File: src/rtl/multicycle_controller.sv
// Multi-cycle MIPS control FSM: FETCH/DECODE/EXEC/MEM/WB; outputs are combinational from state plus inputs.
// Stalls in FETCH/MEM on cache ready; optional wait timeout, illegal-op pulse, saturating stall counter.
module multicycle_controller #(
  parameter int ALUOP_W = 4,
  parameter int CNT_W   = 16,
  parameter int TIMEOUT = 0
) (
  input  logic               clk,
  input  logic               rst,
  input  logic [5:0]         opcode,
  input  logic [5:0]         funct,
  input  logic               zero,
  input  logic               imem_ready,
  input  logic               dmem_ready,
  output logic               imem_read,
  output logic               ir_write,
  output logic               pc_write,
  output logic [1:0]         pc_src,
  output logic               mem_read,
  output logic               mem_write,
  output logic               lh,
  output logic               sh,
  output logic               reg_write,
  output logic               reg_dst,
  output logic               to_reg31,
  output logic               mem_to_reg,
  output logic               alu_src,
  output logic [ALUOP_W-1:0] alu_op,
  output logic               illegal,
  output logic               mem_timeout,
  output logic [CNT_W-1:0]   stall_cnt,
  output logic [2:0]         state
);

  typedef enum logic [2:0] {
    S_RESET  = 3'd0,
    S_FETCH  = 3'd1,
    S_DECODE = 3'd2,
    S_EXEC   = 3'd3,
    S_MEM    = 3'd4,
    S_WB     = 3'd5
  } state_t;

  localparam logic [3:0] OP_AND = 4'b0000, OP_OR  = 4'b0001, OP_ADD = 4'b0010,
                         OP_XOR = 4'b0011, OP_SLL = 4'b0100, OP_SRL = 4'b0101,
                         OP_SUB = 4'b0110, OP_SLT = 4'b0111, OP_NOR = 4'b1100,
                         OP_JMP = 4'b1111;

  // Counter only needs to reach TIMEOUT-1: the abort fires on the cycle that would make it TIMEOUT.
  localparam int WAIT_W = (TIMEOUT > 1) ? $clog2(TIMEOUT) : 1;
  localparam int TLIM   = (TIMEOUT == 0) ? 0 : TIMEOUT - 1;

  state_t             cur, nxt;
  logic [WAIT_W-1:0]  wait_cnt;
  logic               waiting, timeout_hit;

  logic       legal, r_type, is_load, is_store, is_half, is_link;
  logic       is_jr, is_j, is_br, is_bne, uses_imm;
  logic [3:0] aop;

  assign state = cur;

  always_comb begin
    legal    = 1'b1;
    r_type   = 1'b0;
    is_load  = 1'b0;
    is_store = 1'b0;
    is_half  = 1'b0;
    is_link  = 1'b0;
    is_jr    = 1'b0;
    is_j     = 1'b0;
    is_br    = 1'b0;
    is_bne   = 1'b0;
    uses_imm = 1'b0;
    aop      = OP_AND;
    case (opcode)
      6'b000000: begin
        r_type = 1'b1;
        case (funct)
          6'b100000: aop = OP_ADD;
          6'b100010: aop = OP_SUB;
          6'b100100: aop = OP_AND;
          6'b100101: aop = OP_OR;
          6'b100110: aop = OP_XOR;
          6'b100111: aop = OP_NOR;
          6'b101010: aop = OP_SLT;
          6'b000000: aop = OP_SLL;
          6'b000010: aop = OP_SRL;
          6'b001000: begin aop = OP_JMP; is_jr = 1'b1; end
          6'b001001: begin aop = OP_JMP; is_jr = 1'b1; is_link = 1'b1; end
          default:   legal = 1'b0;
        endcase
      end
      6'b001000: begin aop = OP_ADD; uses_imm = 1'b1; end
      6'b001100: begin aop = OP_AND; uses_imm = 1'b1; end
      6'b001010: begin aop = OP_SLT; uses_imm = 1'b1; end
      6'b100011: begin aop = OP_ADD; uses_imm = 1'b1; is_load = 1'b1; end
      6'b100001: begin aop = OP_ADD; uses_imm = 1'b1; is_load = 1'b1; is_half = 1'b1; end
      6'b101011: begin aop = OP_ADD; uses_imm = 1'b1; is_store = 1'b1; end
      6'b101001: begin aop = OP_ADD; uses_imm = 1'b1; is_store = 1'b1; is_half = 1'b1; end
      6'b000100: begin aop = OP_SUB; is_br = 1'b1; end
      6'b000101: begin aop = OP_SUB; is_br = 1'b1; is_bne = 1'b1; end
      6'b000010: begin aop = OP_JMP; is_j = 1'b1; end
      6'b000011: begin aop = OP_JMP; is_j = 1'b1; is_link = 1'b1; end
      default:   legal = 1'b0;
    endcase
  end

  assign waiting     = ((cur == S_FETCH) && !imem_ready) || ((cur == S_MEM) && !dmem_ready);
  assign timeout_hit = (TIMEOUT != 0) && waiting && (wait_cnt == WAIT_W'(TLIM));

  always_comb begin
    nxt         = cur;
    imem_read   = 1'b0;
    ir_write    = 1'b0;
    pc_write    = 1'b0;
    pc_src      = 2'b00;
    mem_read    = 1'b0;
    mem_write   = 1'b0;
    lh          = 1'b0;
    sh          = 1'b0;
    reg_write   = 1'b0;
    reg_dst     = 1'b0;
    to_reg31    = 1'b0;
    mem_to_reg  = 1'b0;
    alu_src     = 1'b0;
    alu_op      = '0;
    illegal     = 1'b0;
    mem_timeout = 1'b0;
    case (cur)
      S_RESET: nxt = S_FETCH;
      S_FETCH: begin
        if (imem_ready) begin
          imem_read = 1'b1;
          ir_write  = 1'b1;
          pc_write  = 1'b1;
          nxt       = S_DECODE;
        end else if (timeout_hit) begin
          mem_timeout = 1'b1;
        end else begin
          imem_read = 1'b1;
        end
      end
      S_DECODE: begin
        if (legal) begin
          nxt = S_EXEC;
        end else begin
          illegal = 1'b1;
          nxt     = S_FETCH;
        end
      end
      S_EXEC: begin
        alu_op  = ALUOP_W'(aop);
        alu_src = uses_imm;
        reg_dst = r_type && !is_jr;
        if (is_br) begin
          pc_src   = 2'b01;
          pc_write = is_bne ? !zero : zero;
          nxt      = S_FETCH;
        end else if (is_j) begin
          pc_src   = 2'b10;
          pc_write = 1'b1;
          nxt      = is_link ? S_WB : S_FETCH;
        end else if (is_jr) begin
          pc_src   = 2'b11;
          pc_write = 1'b1;
          nxt      = is_link ? S_WB : S_FETCH;
        end else if (is_load || is_store) begin
          nxt = S_MEM;
        end else begin
          nxt = S_WB;
        end
      end
      S_MEM: begin
        alu_op = ALUOP_W'(OP_ADD);
        if (timeout_hit) begin
          mem_timeout = 1'b1;
          nxt         = S_FETCH;
        end else begin
          mem_read  = is_load;
          mem_write = is_store;
          lh        = is_load && is_half;
          sh        = is_store && is_half;
          if (dmem_ready) nxt = is_load ? S_WB : S_FETCH;
        end
      end
      S_WB: begin
        reg_write  = 1'b1;
        mem_to_reg = is_load;
        reg_dst    = r_type && !is_jr;
        to_reg31   = is_link;
        nxt        = S_FETCH;
      end
      default: nxt = S_RESET;
    endcase
  end

  always_ff @(posedge clk or negedge rst) begin
    if (!rst) begin
      cur       <= S_RESET;
      wait_cnt  <= '0;
      stall_cnt <= '0;
    end else begin
      cur <= nxt;
      if (waiting && !timeout_hit && (TIMEOUT != 0)) wait_cnt <= wait_cnt + WAIT_W'(1);
      else                                           wait_cnt <= '0;
      if (waiting && (stall_cnt != '1)) stall_cnt <= stall_cnt + CNT_W'(1);
    end
  end

endmodule
File: config.mk
export PLATFORM = sky130hd
export DESIGN_NAME = multicycle_controller
export DESIGN_NICKNAME = d
export VERILOG_FILES = /design/src/rtl/multicycle_controller.sv
export SDC_FILE = /design/constraint.sdc
export NUM_CORES = 1
export LEC_CHECK = 0
export ABC_AREA = 1
export BUFFER_PORTS_ARGS = -buffer_cell sky130_fd_sc_hd__buf_2
export CAP_MARGIN = 20
export CORE_ASPECT_RATIO = 0.9
export CORE_UTILIZATION = 45
export CTS_CLUSTER_SIZE = 24
export DETAILED_ROUTE_END_ITERATION = 8
export PLACE_DENSITY = 0.74
export SETUP_SLACK_MARGIN = 0.15
export SYNTH_ARGS = -nofsm -noshare
export SYNTH_HDL_FRONTEND = slang
export SYNTH_SLANG_ARGS = --single-unit
File: constraint.sdc
create_clock -name clk -period 4.45 [get_ports clk]
set_input_delay 1.1125 -clock clk [delete_from_list [all_inputs] [get_ports clk]]
set_output_delay 1.1125 -clock clk [all_outputs]
set_load 0.05 [all_outputs]
==> results of run 1 <==
-- stage by stage --
step,std cells,hold slack [ns],util
after floorplan,225,0.783,-
after global placement,320,0.499,0.587
after detailed placement,320,0.510,0.587
after CTS,324,0.520,0.601
after global routing,324,0.546,0.601
final,324,0.518,0.601
-- synth_stat cells, types with 3 or more instances --
library cell,n
nand2_1,45
inv_1,40
nor2_1,32
dfrtp_1,19
nand3_1,18
xor2_1,11
o21ai_0,10
nor3_1,8
a21oi_1,7
nand4_1,6
nor2_4,3
xnor2_1,3
-- placed cells by master, fill, tap and decap left out --
| cell type | netlist | routed |
|---|---|---|
| a21oi_1 | 7 | 7 |
| a31o_2 | 1 | 1 |
| a31oi_1 | 1 | 1 |
| buf_2 | 0 | 54 |
| clkbuf_1 | 0 | 1 |
| clkbuf_8 | 0 | 3 |
| conb_1 | 1 | 1 |
| dfrtp_1 | 19 | 19 |
| ha_1 | 1 | 1 |
| inv_1 | 40 | 40 |
| inv_2 | 2 | 2 |
| inv_4 | 1 | 1 |
| nand2_1 | 45 | 45 |
| nand2_2 | 2 | 2 |
| nand2_4 | 1 | 1 |
| nand3_1 | 18 | 18 |
| nand3_2 | 2 | 2 |
| nand3b_1 | 1 | 1 |
| nand4_1 | 6 | 6 |
| nor2_1 | 32 | 32 |
| nor2_2 | 2 | 2 |
| nor2_4 | 3 | 3 |
| nor3_1 | 8 | 7 |
| nor3_2 | 1 | 2 |
| nor3_4 | 1 | 1 |
| nor4_1 | 1 | 1 |
| o2111ai_1 | 1 | 1 |
| o21ai_0 | 10 | 10 |
| o21ai_1 | 2 | 2 |
| xnor2_1 | 3 | 3 |
| xor2_1 | 11 | 11 |
| xor2_2 | 1 | 1 |
-- cell families (layout without fill, tap and decap cells) --
group                    count (synthesis)  after routing  share of synthesized area
AO/OA/AOI/OAI                           22             22                     0.0788
adder cells (fa/ha/maj)                  1              1                    0.00830
AND/OR/NAND/NOR                        123            123                      0.389
XOR/XNOR                                15             15                     0.0921
buffers and inverters                   44            101                      0.114
flip-flops                              19             19                      0.315
other                                    1              1                    0.00249
-- final cells by class --
cell class / instances / area, um2
fillers: 310 / 1240
multi-input cells: 162 / 866
flip-flops and latches: 19 / 475
repair buffers: 54 / 270
inverters: 43 / 164
well taps: 42 / 52.6
clock buffers: 4 / 45.0
-- worst max-delay path: stages --
cell	delay (ns)
buf_2	0.11
nor2_1	0.27
nand4_1	0.22
nand4_1	0.18
o21ai_0	0.14
a21oi_1	0.15
buf_2	0.28
-- flip-flops by register name, indices dropped and copies added, names as in the netlist --
name       count
stall_cnt     16
state          3
-- power breakdown --
part           switching (W)  internal [W]  total (W)
registers          0.0000490      0.000214   0.000263
clock network      0.0000542     0.0000636   0.000118
logic               0.000400      0.000119   0.000519
total               0.000503      0.000397   0.000900
-- worst max path at each step --
stage               cells past startpoint    endpoint  slack [ns]                  from
finish                                  7   alu_op[2]        0.87             opcode[4]
global route                            7   alu_op[2]        0.74             opcode[4]
CTS                                     7   alu_op[2]        0.91             opcode[4]
floorplan                               4  mem_to_reg        0.15  state[2]$_DFFE_PN0P_
global placement                        7   alu_op[0]        0.90             opcode[4]
detailed placement                      7   alu_op[2]        0.91             opcode[4]
-- layer usage --
layer | track usage | vias up | routed length (um)
met3 | 0.0467 | 2 | 293
met1 | 0.329 | 714 | 1810
met2 | 0.323 | 53 | 1500
met4 | 0.0432 | 0 | 19
met5 | 0 | - | 0
li1 | - | 826 | -
==> results.md, run 1 <==
- RSZ-0062 raised after global routing: no
- Setup_tns: 0 ns
- Core Region: 0.00311 mm2
- Share of cells above drive strength 1: 0.266
- Layout area overhead: 24.2%
- Hold Path End: stall_cnt[4]$_DFFE_PN0P_
- Gp weighted congestion: 0.966
- Die H: 56.9 um
- Postcts setup bufs: 0
- Post-synthesis cell count: 225
- Total chip power: 0.000900 W
- # IOs: 56
- Htree depth: 1
- Post-route cell area: 0.00187 mm2
- Most used DFF post-synth: dfrtp_1
- # hold bufs at CTS: 0
- WS Path Type: in -> out
- DP Worst Slack: 0.912 ns
- TritonCTS Buffers: 3
- Final setup skew: 0.00254 ns
- DRC viols: 0
- Worst EP required: 3.34 ns
- Tcrit/Tclk final: 0.804
- Min-delay worst type: reg -> reg
- Element type at the critical path start: input port
- Worst path arrival time: 2.47 ns
- Die X: 63.0 um
- Pwr per Cell Area: 480 mW/mm2
- Leakage power: 1.03 nW
- Detailed-route via count: 1595
- Clock latency on the worst-skew pair: 0.25 ns
- Synthesized Nets: 243
- Final setup margin: 0.871 ns
- Yosys top cell area share: 0.315
- WL/cell: 11.2 um
- Fmax: 279 MHz
- Internal reg-to-reg setup slack: 2.76 ns
- Total track usage: 0.219
- Synth warn: 0
- Post-synthesis cell type count: 30
- Ranking of synthesized cells by area: dfrtp_1 (32%), nand2_1 (11%), inv_1 (10%)
- Max Buffers Root-to-Sink: 2
- # resized after CTS: 0
- Reg2reg start: stall_cnt[0]$_DFFE_PN0P_
- Global-route wire length before repair: 6.24 mm
- Fin. max-slew vios: 0
- Overflow after GRT: 0
- Buffers on Ports: 54
- Yosys top cell by area: dfrtp_1
- Max Cap Violations: 0
- Outcome: finished, final reports clean
- Yosys reg bits: 19
- Reg2Reg Depth: 8
- Min Tclk post-route: 3.58 ns
- Drt initial violations: 120
- Largest net degree at the start of global routing: 20
- Avg Vias per Cell: 4.92
- Hold Path Origin: stall_cnt[4]$_DFFE_PN0P_
- Hpwl dp: 2.94 mm
- Antenna diode count: 0
- Post-synth EDFFs: 0
- Number of core rows: 19
- Worst reg2reg path endpoint: stall_cnt[8]$_DFFE_PN0P_
- Max FO, Critical Path: 5
- Layout net count: 301
- Avg Synthesized Cell Area: 6.70 um2
- Sequential cell area fraction in the yosys report: 0.315
- Placed cell areas: 0.00183 mm2
- Die Footprint: 0.00359 mm2
- Critical Path End Type: output pin
- Initial antenna violation count: 0
- Total Wirelength: 3.62 mm
- Synthesized area: 0.00151 mm2
- CTS tree: yes
- Worst hold path depth: 1
- Max VDD drop: 327 uV
- Drt pass-1 iters: 4
- Sink Count: 19
- Vias in the first global route: 1397
- Clock-pin slew on the worst setup and hold paths: 0.07 ns
- Initial Util: 0.484
- Root buffer cell: clkbuf_8
- Final Hold Fails: 0
- ANT nets after route: 0
- Ys async rst share: 1.00
- Final setup vio count: 0
Note: power is estimated with default switching activity, not from simulation.
==> run 2, diff against run 1 <==
- ABC_AREA: 1 -> 0
- PLACE_DENSITY: 0.74 -> 0.73
- clock period: 4.45 -> 3.45 ns (I/O delays scaled with it)
==> run 2 against run 1 <==
  * First-iteration DRC count fell by 28%
  * Worst setup slack worse by 0.67 ns
  * Clock-buffer cell count shrank 1
  * Via count up 0.75%
  * Wire length grew 4.3%
  * Global-route usage shrank 0.56 points
  * Critical endpoint unchanged
==> results.md, run 2 <==
- Pwr per Cell Area: 598 mW/mm2
- Postcts setup bufs: 0
- Yosys top cell by area: dfrtp_1
- Synthesized area: 0.00156 mm2
- M1 WL: 1.85 mm
- Post-synthesis compound-gate area fraction: 0.192
- Yosys top cell area share: 0.305
- Largest net degree at the start of global routing: 20
- Layout area overhead: 27.3%
- Most used DFF post-synth: dfrtp_1
- Gp weighted congestion: 0.855
- Die X: 64.1 um
- Commonest non-fill, non-tap cells in the layout: buf_2 (50), nand2_1 (19), dfrtp_1 (19)
- Clock latency on the worst-skew pair: 0.26 ns
- Post-synthesis cell type count: 51
- Detailed-route via count: 1607
- Outcome: finished, final reports clean
- Number of flip-flops in the largest register: 16
- DRC viols: 0
- Main combinational cell family by area after synthesis: simple AND/OR/NAND/NOR gates
- Element type at the critical path start: input port
- Post-synthesis cell count: 196
- Largest Register: stall_cnt
- Rel. slew slack: 0.624
- Critical Path, Cell by Cell: buf_2 > or3_1 > nor4_1 > o21bai_1 > nor2_1 > buf_2
- Leakage power: 0.933 nW
- Fmax: 308 MHz
- Number of core rows: 19
- Post-synth EDFFs: 0
- Mux contribution to synthesized area: 0.0361
- Seq. cell area: 475 um2
- Multi-input logic area: 0.00106 mm2
- Top cells by count, synth: dfrtp_1 (19), nand2_1 (19), nor2_1 (16)
- Ranking of synthesized cells by area: dfrtp_1 (30%), xnor2_1 (5.1%), nand2_1 (4.6%)
- WL/cell: 13.0 um
- Share of cells above drive strength 1: 0.339
- Global-route wire length before repair: 6.35 mm
- Total Wirelength: 3.77 mm
- CP max stage delay: 0.46 ns
- Ys async rst share: 1.00
- Worst path arrival time: 2.38 ns
- Max Cap Violations: 0
- WL met2: 1.78 mm
- Met3 wire len: 149 um
- Min-delay worst type: reg -> reg
- Most common cell after layout, fill and taps aside: buf_2
- Max FO, Critical Path: 10
- Avg Synthesized Cell Area: 7.96 um2
- Max VDD drop: 357 uV
- Core Util, Final: 0.623
- Htree depth: 1
- Die Footprint: 0.00371 mm2
- Min Tclk post-route: 3.25 ns
- Total track usage: 0.214
- Clock-pin slew on the worst setup and hold paths: 0.07 ns
- Most used cell, CP: buf_2
- Core Region: 0.00319 mm2
- Root buffer cell: clkbuf_8
- Die H: 57.9 um
- Avg Vias per Cell: 5.54
- Final Hold Fails: 0
- Yosys reg bits: 19
- CTS tree: yes
- Worst Tran Pin Value: 0.562 ns
- Layout net count: 267
- Slowest-stage cell, CP: or3_1
- Max Buffers Root-to-Sink: 2
- Buffers on Ports: 54
- Overflow after GRT: 0
- Total chip power: 0.00119 W
- Antenna diode count: 0
- Drt initial violations: 86
- Initial antenna violation count: 0
- Synthesized Nets: 214
- ANT nets after route: 0
- Max Used Layer: met3
- Synth Area in XOR/XNOR: 0.0561
- Synth warn: 0
- RSZ-0062 raised after global routing: yes
- Sequential cell area fraction in the yosys report: 0.305
- Final setup vio count: 0
- Drt pass-1 iters: 4
- # resized after CTS: 1
- Critical Path End Type: output pin
- # hold bufs at CTS: 0
- Tcrit/Tclk final: 0.941
- Worst EP required: 2.59 ns
- Number of fill cells in the layout: 310
- Synth Area in Adders: 0.0144
- TritonCTS Buffers: 3
- Simple-gate share of the synthesized area: 0.335
- Fin. max-slew vios: 0
- Sink Count: 19
- Hpwl dp: 2.89 mm
- Initial Util: 0.490
- Vias in the first global route: 1405
- Final setup skew: 0.00388 ns
- WS Path Type: in -> out
- # IOs: 56
-- run 2: changes by cell type after synthesis, sizes merged, moves of 6 or more --
| cell | delta |
|---|---|
| nand3 | -7 |
| clkbuf | +7 |
| xnor2 | +6 |
| inv | -38 |
| nand2 | -29 |
| a21oi | +6 |
| nand2b | +7 |
| and3 | +6 |
| nor2 | -20 |
| xor2 | -11 |
-- run 2: cell families (layout without fill, tap and decap cells) --
kind of cell / Yosys count / in the layout
xor gates and xnor gates: 10 / 10
DFF: 19 / 19
muxes: 5 / 5
other: 1 / 1
AOI/OAI and AO/OA: 45 / 45
and+or+nand+nor: 96 / 96
adders and majority gates: 2 / 2
buffers and inverters: 18 / 70
-- run 2: area by class of cell --
cell class,count,share of cell area
Inverter,5,0.00945
Multi-Input combinational cell,159,0.534
Timing Repair Buffer,61,0.168
Clock inverter,1,0.00252
Sequential cell,19,0.239
Tap cell,42,0.0265
Clock buffer,3,0.0208
-- run 2: power by group --
group / internal [W] / switching [W] / leakage (nW)
clock: 0.0000803 / 0.0000730 / 0.0255
combinational: 0.000201 / 0.000478 / 0.659
sequential: 0.000272 / 0.0000827 / 0.249
-- run 2: metrics by stage --
step	hold WS (ns)	area, um2	instances	TNS (ns)	setup slack, ns
floorplan	0.567	1610	196	-0.190	-0.0491
global placement	0.483	1910	286	0	0.166
detailed placement	0.482	1910	286	0	0.0879
CTS	0.495	1960	290	0	0.217
global route	0.511	1990	290	0	0.112
finish	0.496	1990	290	0	0.205
-- run 2: worst paths after layout --
kind,startpoint,end,slack [ns],cells after the start
max in group asynchronous,rst,stall_cnt[8]$_DFFE_PN0P_,2.62,1
worst max-delay path,opcode[3],alu_op[2],0.20,6
worst min-delay path,stall_cnt[8]$_DFFE_PN0P_,stall_cnt[8]$_DFFE_PN0P_,0.50,1
worst max register to register,state[2]$_DFFE_PN0P_,stall_cnt[9]$_DFFE_PN0P_,1.38,5
min in group asynchronous,rst,stall_cnt[12]$_DFFE_PN0P_,0.53,1
worst min register to register,stall_cnt[8]$_DFFE_PN0P_,stall_cnt[8]$_DFFE_PN0P_,0.50,1
-- run 2: critical path, delay by kind of cell --
family | cells | cell delay, ns
AO/OA/AOI/OAI | 1 | 0.18
buffers and inverters | 2 | 0.43
AND/OR/NAND/NOR | 3 | 0.91
-- run 2: routing by layer --
| metal | up-vias | GRT usage |
|---|---|---|
| met4 | 0 | 0.0455 |
| met2 | 44 | 0.340 |
| li1 | 807 | - |
| met3 | 0 | 0.0354 |
| met5 | - | 0 |
| met1 | 756 | 0.306 |
